[src/rtl/serial_sub_pkg.sv]
// serial_sub_pkg: shared types and helpers for the serial subtractor.
// The optional signed-overflow output is built in only when SERIAL_SUB_OVF_EN is defined.
package serial_sub_pkg;

    // Controller state.
    typedef enum logic [0:0] {
        IDLE = 1'b0,
        RUN  = 1'b1
    } state_t;

    // Digit counter width. A single-digit operation still needs a one-bit counter.
    function automatic int cnt_width(input int n);
        if (n <= 1) begin
            return 1;
        end else begin
            return $clog2(n);
        end
    endfunction

    // One-bit full subtractor. Returns {borrow_out, difference}.
    function automatic logic [1:0] full_sub_bit(input logic x, input logic y, input logic br);
        logic d_v;
        logic br_v;
        d_v  = x ^ y ^ br;
        br_v = (~x & y) | (~(x ^ y) & br);
        return {br_v, d_v};
    endfunction

endpackage

[src/rtl/serial_sub_full_sub_slice.sv]
// full_sub_slice: combinational DIGIT-bit full subtractor.
// The borrow ripples from bit 0 upwards through one-bit subtractor cells.
module full_sub_slice
    import serial_sub_pkg::*;
#(
    parameter int DIGIT = 1
) (
    input  logic [DIGIT-1:0] x,
    input  logic [DIGIT-1:0] y,
    input  logic             br_in,
    output logic [DIGIT-1:0] d,
    output logic             br_out
);

    logic [DIGIT:0] br_chain_s;
    logic [1:0]     cell_s;

    // Ripple the borrow through the cells, low bit first.
    always_comb begin
        br_chain_s    = {(DIGIT + 1){1'b0}};
        d             = {DIGIT{1'b0}};
        cell_s        = 2'b00;
        br_chain_s[0] = br_in;
        for (int i = 0; i < DIGIT; i++) begin
            cell_s            = full_sub_bit(x[i], y[i], br_chain_s[i]);
            d[i]              = cell_s[0];
            br_chain_s[i + 1] = cell_s[1];
        end
        br_out = br_chain_s[DIGIT];
    end

endmodule

[src/rtl/serial_sub.sv]
// serial_sub: multi-cycle subtractor computing diff = a - b - bin, DIGIT bits per clock.
// A start/busy/done handshake frames each operation; results appear only on completion.
// Define SERIAL_SUB_OVF_EN to add the registered signed-overflow output ovf.
module serial_sub
    import serial_sub_pkg::*;
#(
    parameter int WIDTH = 8,
    parameter int DIGIT = 1
) (
    input  logic             clk,
    input  logic             rst,
    input  logic             start,
    input  logic [WIDTH-1:0] a,
    input  logic [WIDTH-1:0] b,
    input  logic             bin,
    output logic             busy,
    output logic             done,
    output logic [WIDTH-1:0] diff,
    output logic             bout
`ifdef SERIAL_SUB_OVF_EN
    ,
    output logic             ovf
`endif
);

    localparam int N  = WIDTH / DIGIT;
    localparam int CW = cnt_width(N);
    localparam logic [CW-1:0] LAST_CNT = CW'(N - 1);

    // Refuse to build when the digit size does not tile the operand.
    generate
        if ((DIGIT < 1) || ((WIDTH % DIGIT) != 0)) begin : g_bad_digit
            $error("serial_sub: DIGIT must be >= 1 and divide WIDTH exactly");
        end
    endgenerate

    state_t            state_r;
    logic [CW-1:0]     cnt_r;
    // Minuend shifts out from the bottom while result digits fill in from the top.
    logic [WIDTH-1:0]  ar_sh_r;
    logic [WIDTH-1:0]  b_sh_r;
    logic              br_r;
    logic              busy_r;
    logic              done_r;
    logic [WIDTH-1:0]  diff_r;
    logic              bout_r;

    logic [DIGIT-1:0]  d_s;
    logic              br_out_s;
    logic [WIDTH-1:0]  ar_next_s;
    logic [WIDTH-1:0]  b_next_s;

    full_sub_slice #(
        .DIGIT (DIGIT)
    ) u_slice (
        .x      (ar_sh_r[DIGIT-1:0]),
        .y      (b_sh_r[DIGIT-1:0]),
        .br_in  (br_r),
        .d      (d_s),
        .br_out (br_out_s)
    );

    // Next shift-register contents; a single-digit build has nothing left to shift.
    generate
        if (WIDTH == DIGIT) begin : g_one_digit
            assign ar_next_s = d_s;
            assign b_next_s  = {WIDTH{1'b0}};
        end else begin : g_multi_digit
            assign ar_next_s = {d_s, ar_sh_r[WIDTH-1:DIGIT]};
            assign b_next_s  = {{DIGIT{1'b0}}, b_sh_r[WIDTH-1:DIGIT]};
        end
    endgenerate

`ifdef SERIAL_SUB_OVF_EN
    logic a_msb_r;
    logic b_msb_r;
    logic ovf_r;
    logic ovf_next_s;

    // Signed overflow: operand signs differ and the result sign differs from the minuend.
    always_comb begin
        ovf_next_s = (a_msb_r ^ b_msb_r) & (ar_next_s[WIDTH-1] ^ a_msb_r);
    end

    // Keep operand sign bits, which leave the shift registers during the run.
    always_ff @(posedge clk) begin
        if (rst) begin
            a_msb_r <= 1'b0;
            b_msb_r <= 1'b0;
            ovf_r   <= 1'b0;
        end else if ((state_r == IDLE) && start) begin
            a_msb_r <= a[WIDTH-1];
            b_msb_r <= b[WIDTH-1];
        end else if ((state_r == RUN) && (cnt_r == LAST_CNT)) begin
            ovf_r   <= ovf_next_s;
        end else begin
            ovf_r   <= ovf_r;
        end
    end

    assign ovf = ovf_r;
`endif

    // Controller: accept an operation when idle, process one digit per clock, publish at the end.
    always_ff @(posedge clk) begin
        if (rst) begin
            state_r <= IDLE;
            cnt_r   <= {CW{1'b0}};
            ar_sh_r <= {WIDTH{1'b0}};
            b_sh_r  <= {WIDTH{1'b0}};
            br_r    <= 1'b0;
            busy_r  <= 1'b0;
            done_r  <= 1'b0;
            diff_r  <= {WIDTH{1'b0}};
            bout_r  <= 1'b0;
        end else begin
            done_r <= 1'b0;
            case (state_r)
                IDLE: begin
                    if (start) begin
                        ar_sh_r <= a;
                        b_sh_r  <= b;
                        br_r    <= bin;
                        cnt_r   <= {CW{1'b0}};
                        busy_r  <= 1'b1;
                        state_r <= RUN;
                    end else begin
                        busy_r  <= 1'b0;
                        state_r <= IDLE;
                    end
                end
                RUN: begin
                    ar_sh_r <= ar_next_s;
                    b_sh_r  <= b_next_s;
                    br_r    <= br_out_s;
                    cnt_r   <= cnt_r + {{(CW - 1){1'b0}}, 1'b1};
                    if (cnt_r == LAST_CNT) begin
                        diff_r  <= ar_next_s;
                        bout_r  <= br_out_s;
                        done_r  <= 1'b1;
                        busy_r  <= 1'b0;
                        state_r <= IDLE;
                    end else begin
                        busy_r  <= 1'b1;
                        state_r <= RUN;
                    end
                end
                default: begin
                    busy_r  <= 1'b0;
                    state_r <= IDLE;
                end
            endcase
        end
    end

    assign busy = busy_r;
    assign done = done_r;
    assign diff = diff_r;
    assign bout = bout_r;

endmodule

[config.mk]
export PLATFORM = sky130hd
export DESIGN_NAME = serial_sub
export DESIGN_NICKNAME = d
export VERILOG_FILES = /design/src/rtl/serial_sub_pkg.sv /design/src/rtl/serial_sub_full_sub_slice.sv /design/src/rtl/serial_sub.sv
export SDC_FILE = /design/constraint.sdc
export NUM_CORES = 1
export LEC_CHECK = 0
export CORE_MARGIN = 5
export CORE_UTILIZATION = 35
export CTS_CLUSTER_SIZE = 8
export DETAILED_ROUTE_END_ITERATION = 8
export GPL_TIMING_DRIVEN = 0
export PLACE_DENSITY = 0.7
export SYNTH_ARGS = -nofsm -noshare
export SYNTH_HDL_FRONTEND = slang
export SYNTH_SLANG_ARGS = --single-unit
[constraint.sdc]
create_clock -name clk -period 1.35 [get_ports clk]
set_input_delay 0.27 -clock clk [delete_from_list [all_inputs] [get_ports clk]]
set_output_delay 0.27 -clock clk [all_outputs]
set_load 0.005 [all_outputs]
==> metrics.txt <==
# TYPE chip_impl_metric gauge
chip_impl_metric{name="setup_ws_pre_cts",unit="ns"} -0.1700
chip_impl_metric{name="post_route_cells_drive_above_1_share",unit=""} 0.1638
chip_impl_metric{name="placedCellCount",unit=""} 218
chip_impl_info{name="run_status",value="completed"} 1
chip_impl_metric{name="start_util",unit=""} 0.3563
chip_impl_metric{name="max_clock_freq",unit="GHz"} 0.7806
chip_impl_metric{name="drt_pass1_iterations",unit=""} 4
chip_impl_metric{name="synth_seq_area_share",unit=""} 0.4385
chip_impl_metric{name="vias_per_cell",unit=""} 4.890
chip_impl_metric{name="post-layout-total-power",unit="mW"} 1.970
chip_impl_metric{name="first_global_vias",unit=""} 1115
chip_impl_info{name="critPathTopFamily",value="adder cells"} 1
chip_impl_metric{name="design.final.nets",unit=""} 199
chip_impl_metric{name="routed_wire_length_per_instance",unit="um"} 14.06
chip_impl_metric{name="postRouteWirelength",unit="um"} 3191
chip_impl_metric{name="power_per_cell_area",unit="nW/um^2"} 1050
chip_impl_metric{name="worstMarginPinSlew",unit="ns"} 0.5074
chip_impl_metric{name="cap_violations",unit=""} 0
chip_impl_metric{name="yosys_synthesis_warning_count",unit=""} 0
chip_impl_metric{name="clock_path_buffers",unit=""} 2
chip_impl_metric{name="globalplace.congestion",unit=""} 0.7523
chip_impl_metric{name="finalCritPeriodShare",unit=""} 0.9489
chip_impl_info{name="worst_setup_path_start_kind",value="register"} 1
chip_impl_metric{name="grt_antenna_before_repair",unit=""} 0
chip_impl_metric{name="critical_path.max_stage_delay",unit="ns"} 0.32
chip_impl_metric{name="drt_drc_violations_left",unit=""} 0
chip_impl_metric{name="cts_num_sinks",unit=""} 31
chip_impl_metric{name="timing.final.ws_setup",unit="ns"} 0.06902
chip_impl_info{name="hold_path_class",value="reg2reg"} 1
chip_impl_metric{name="io_pins",unit=""} 31
chip_impl_metric{name="worst_setup_hold_path_clk_slew",unit="ns"} 0.07
chip_impl_metric{name="cts.htree.levels",unit=""} 2
chip_impl_metric{name="fin_worst_skew",unit="ns"} 0.006806
chip_impl_metric{name="instances_no_fill",unit=""} 227
chip_impl_metric{name="drt_first_iter_violations",unit=""} 21
chip_impl_metric{name="critical_path_arrival",unit="ns"} 1.48
chip_impl_metric{name="antenna-diode-count",unit=""} 0
chip_impl_metric{name="pin_count_of_the_biggest_net_entering_global_routing",unit=""} 11
chip_impl_info{name="cp-end-kind",value="register"} 1
chip_impl_metric{name="synth_cell_types",unit=""} 23
chip_impl_metric{name="avgSynthCellArea",unit="um^2"} 10.25
chip_impl_metric{name="relSlewSlack",unit=""} 0.6617
chip_impl_info{name="timing.critical_path.slowest_stage_cell",value="dfxtp_2"} 1
chip_impl_metric{name="finalSetupViolations",unit=""} 0
chip_impl_metric{name="timing.critical_path.required",unit="ns"} 1.55
chip_impl_info{name="layout_commonest_cell",value="dfxtp_1"} 1
chip_impl_metric{name="num_rows",unit=""} 23
chip_impl_metric{name="grt_use_total",unit=""} 0.1330
chip_impl_info{name="clock_tree.root_cell",value="clkbuf_8"} 1
chip_impl_metric{name="die_w",unit="um"} 73.59
chip_impl_metric{name="netlist_area",unit="um^2"} 1415
chip_impl_metric{name="die_h",unit="um"} 73.59
chip_impl_info{name="most-common-layout-cells",value="dfxtp_1, clkdlybuf4s50_1, mux2i_1"} 1
chip_impl_info{name="cts_tree",value="done"} 1
chip_impl_metric{name="via_count",unit=""} 1110
chip_impl_metric{name="area_growth",unit="%"} 32.54
chip_impl_metric{name="port-buffer-count",unit=""} 30
chip_impl_metric{name="layout.cell_area.non_filler",unit="um^2"} 1876
chip_impl_metric{name="hold_buffers",unit=""} 0
chip_impl_metric{name="critPathBufInv",unit=""} 2
chip_impl_info{name="crit_path_cell_trace",value="ha_1 -> ha_1 -> buf_6 -> buf_6 -> a311oi_2"} 1
chip_impl_metric{name="leakage",unit="nW"} 0.7882
chip_impl_metric{name="clk-insertion-delay-late",unit="ns"} 0.28
chip_impl_metric{name="core",unit="um^2"} 3971
chip_impl_metric{name="min_period",unit="ns"} 1.281
chip_impl_info{name="timing_worst_setup_path_type",value="reg2reg"} 1
chip_impl_metric{name="synth_seq_cells",unit=""} 31
chip_impl_metric{name="grt.overflow.total",unit=""} 0
chip_impl_metric{name="postRouteAntennaNets",unit=""} 0
chip_impl_metric{name="cts-buffers-inserted",unit=""} 5
chip_impl_metric{name="timing.final.hold_violations",unit=""} 0
chip_impl_metric{name="grt_pass1_wl",unit="um"} 5485
chip_impl_metric{name="synth_fp_nets",unit=""} 161
chip_impl_info{name="setup_repair_after_global_routing_missed_its_margin",value="no"} 1
chip_impl_metric{name="crit_path_max_fanout",unit=""} 10
chip_impl_metric{name="placement.cell_area",unit="um^2"} 1778
chip_impl_metric{name="slew_violations",unit=""} 0
chip_impl_metric{name="detailed_place_hpwl",unit="um"} 2314
chip_impl_metric{name="post_synth_inst_count",unit=""} 138
chip_impl_metric{name="design.die.area",unit="um^2"} 5415
chip_impl_metric{name="max-vdd-ir-drop",unit="V"} 0.0006424
-- final cells by class --
cell class | instances | area [um^2]
Fill cell | 372 | 2096
Multi-Input combinational cell | 92 | 698.2
Sequential cell | 31 | 625.6
Timing Repair Buffer | 31 | 294.0
Buffer | 12 | 102.6
Clock buffer | 7 | 76.32
Tap cell | 50 | 62.56
Inverter | 3 | 11.26
Clock inverter | 1 | 5.005
-- synth_stat cells --
cell | count | area, um^2
buf_2 | 3 | 15.01
mux2i_1 | 17 | 170.2
inv_2 | 1 | 3.750
a21oi_1 | 13 | 65.06
a21o_1 | 1 | 7.510
a311oi_2 | 1 | 15.01
ha_1 | 2 | 25.02
nand2b_1 | 1 | 6.260
clkbuf_1 | 3 | 11.26
nand3_1 | 8 | 40.04
nand2_1 | 3 | 11.26
nor2_1 | 2 | 7.510
buf_6 | 5 | 56.30
buf_4 | 1 | 7.510
inv_1 | 2 | 7.510
nor3b_1 | 1 | 7.510
nor3_1 | 1 | 5.000
a211oi_1 | 15 | 112.6
or3b_1 | 3 | 26.28
a21bo_2 | 8 | 80.08
fa_1 | 1 | 20.02
nor2b_1 | 15 | 93.84
dfxtp_1 | 31 | 620.6
-- routing by layer --
layer,share of wire,GRT usage,vias up
li1,-,-,567
met1,0.47,0.1696,513
met2,0.46,0.2037,23
met3,0.051,0.04651,7
met4,0.018,0.05433,0
met5,0,0,-
-- sequential cells by signal, summed over array words and instances, names as in the netlist --
signal and count:
done 1, ar_sh_r 8, cnt_r 3, bout 1, busy 1, b_sh_r 8
diff 8, br_r 1
-- where the power goes --
| group | leakage (nW) | switching (mW) | total, mW | internal, mW |
|---|---|---|---|---|
| registers | 0.255 | 0.0335 | 0.998 | 0.965 |
| clock network | 0.0422 | 0.333 | 0.694 | 0.361 |
| logic | 0.491 | 0.126 | 0.278 | 0.151 |
| total | 0.788 | 0.493 | 1.97 | 1.48 |
-- worst min-delay path, stage by stage (launching register included) --
cell and delay, ns:
dfxtp_1 0.33, nand3_1 0.07, a21oi_1 0.05
-- logic make-up (layout without fill, tap and decap cells) --
| logic type | after synthesis | count (layout) | synth area share |
|---|---|---|---|
| mux | 17 | 17 | 0.1202 |
| simple gates | 34 | 34 | 0.1397 |
| fa+ha+maj | 3 | 3 | 0.03183 |
| compound gates | 38 | 38 | 0.1981 |
| flops | 31 | 31 | 0.4386 |
| buf+inv | 15 | 54 | 0.07161 |
-- repair_timing --
| item | 4_1_cts | 5_1_grt |
|---|---|---|
| setup buffers | 1 | 0 |
| gates cloned | 0 | 0 |
| resized for setup | 17 | 2 |
| endpoints found under the setup margin | 21 | 8 |
-- per-stage QoR --
step                      hold WS, ns  setup TNS (ns)  utilization
after global routing           0.5348               0       0.4723
after floorplan                0.4093               0            -
final                          0.4957               0       0.4723
after CTS                      0.4975               0       0.4710
after global placement         0.4845          -2.219       0.4477
after detailed placement       0.4894          -3.301       0.4477
-- path summary, 6_finish.rpt --
check,start,end,slack (ns),depth (start not counted)
max,cnt_r[0],bout,0.07,5
min,ar_sh_r[4],diff[3],0.50,2
max reg2reg,cnt_r[0],bout,0.07,5
min reg2reg,ar_sh_r[4],diff[3],0.50,2
Power figures use the tool's default switching activity.
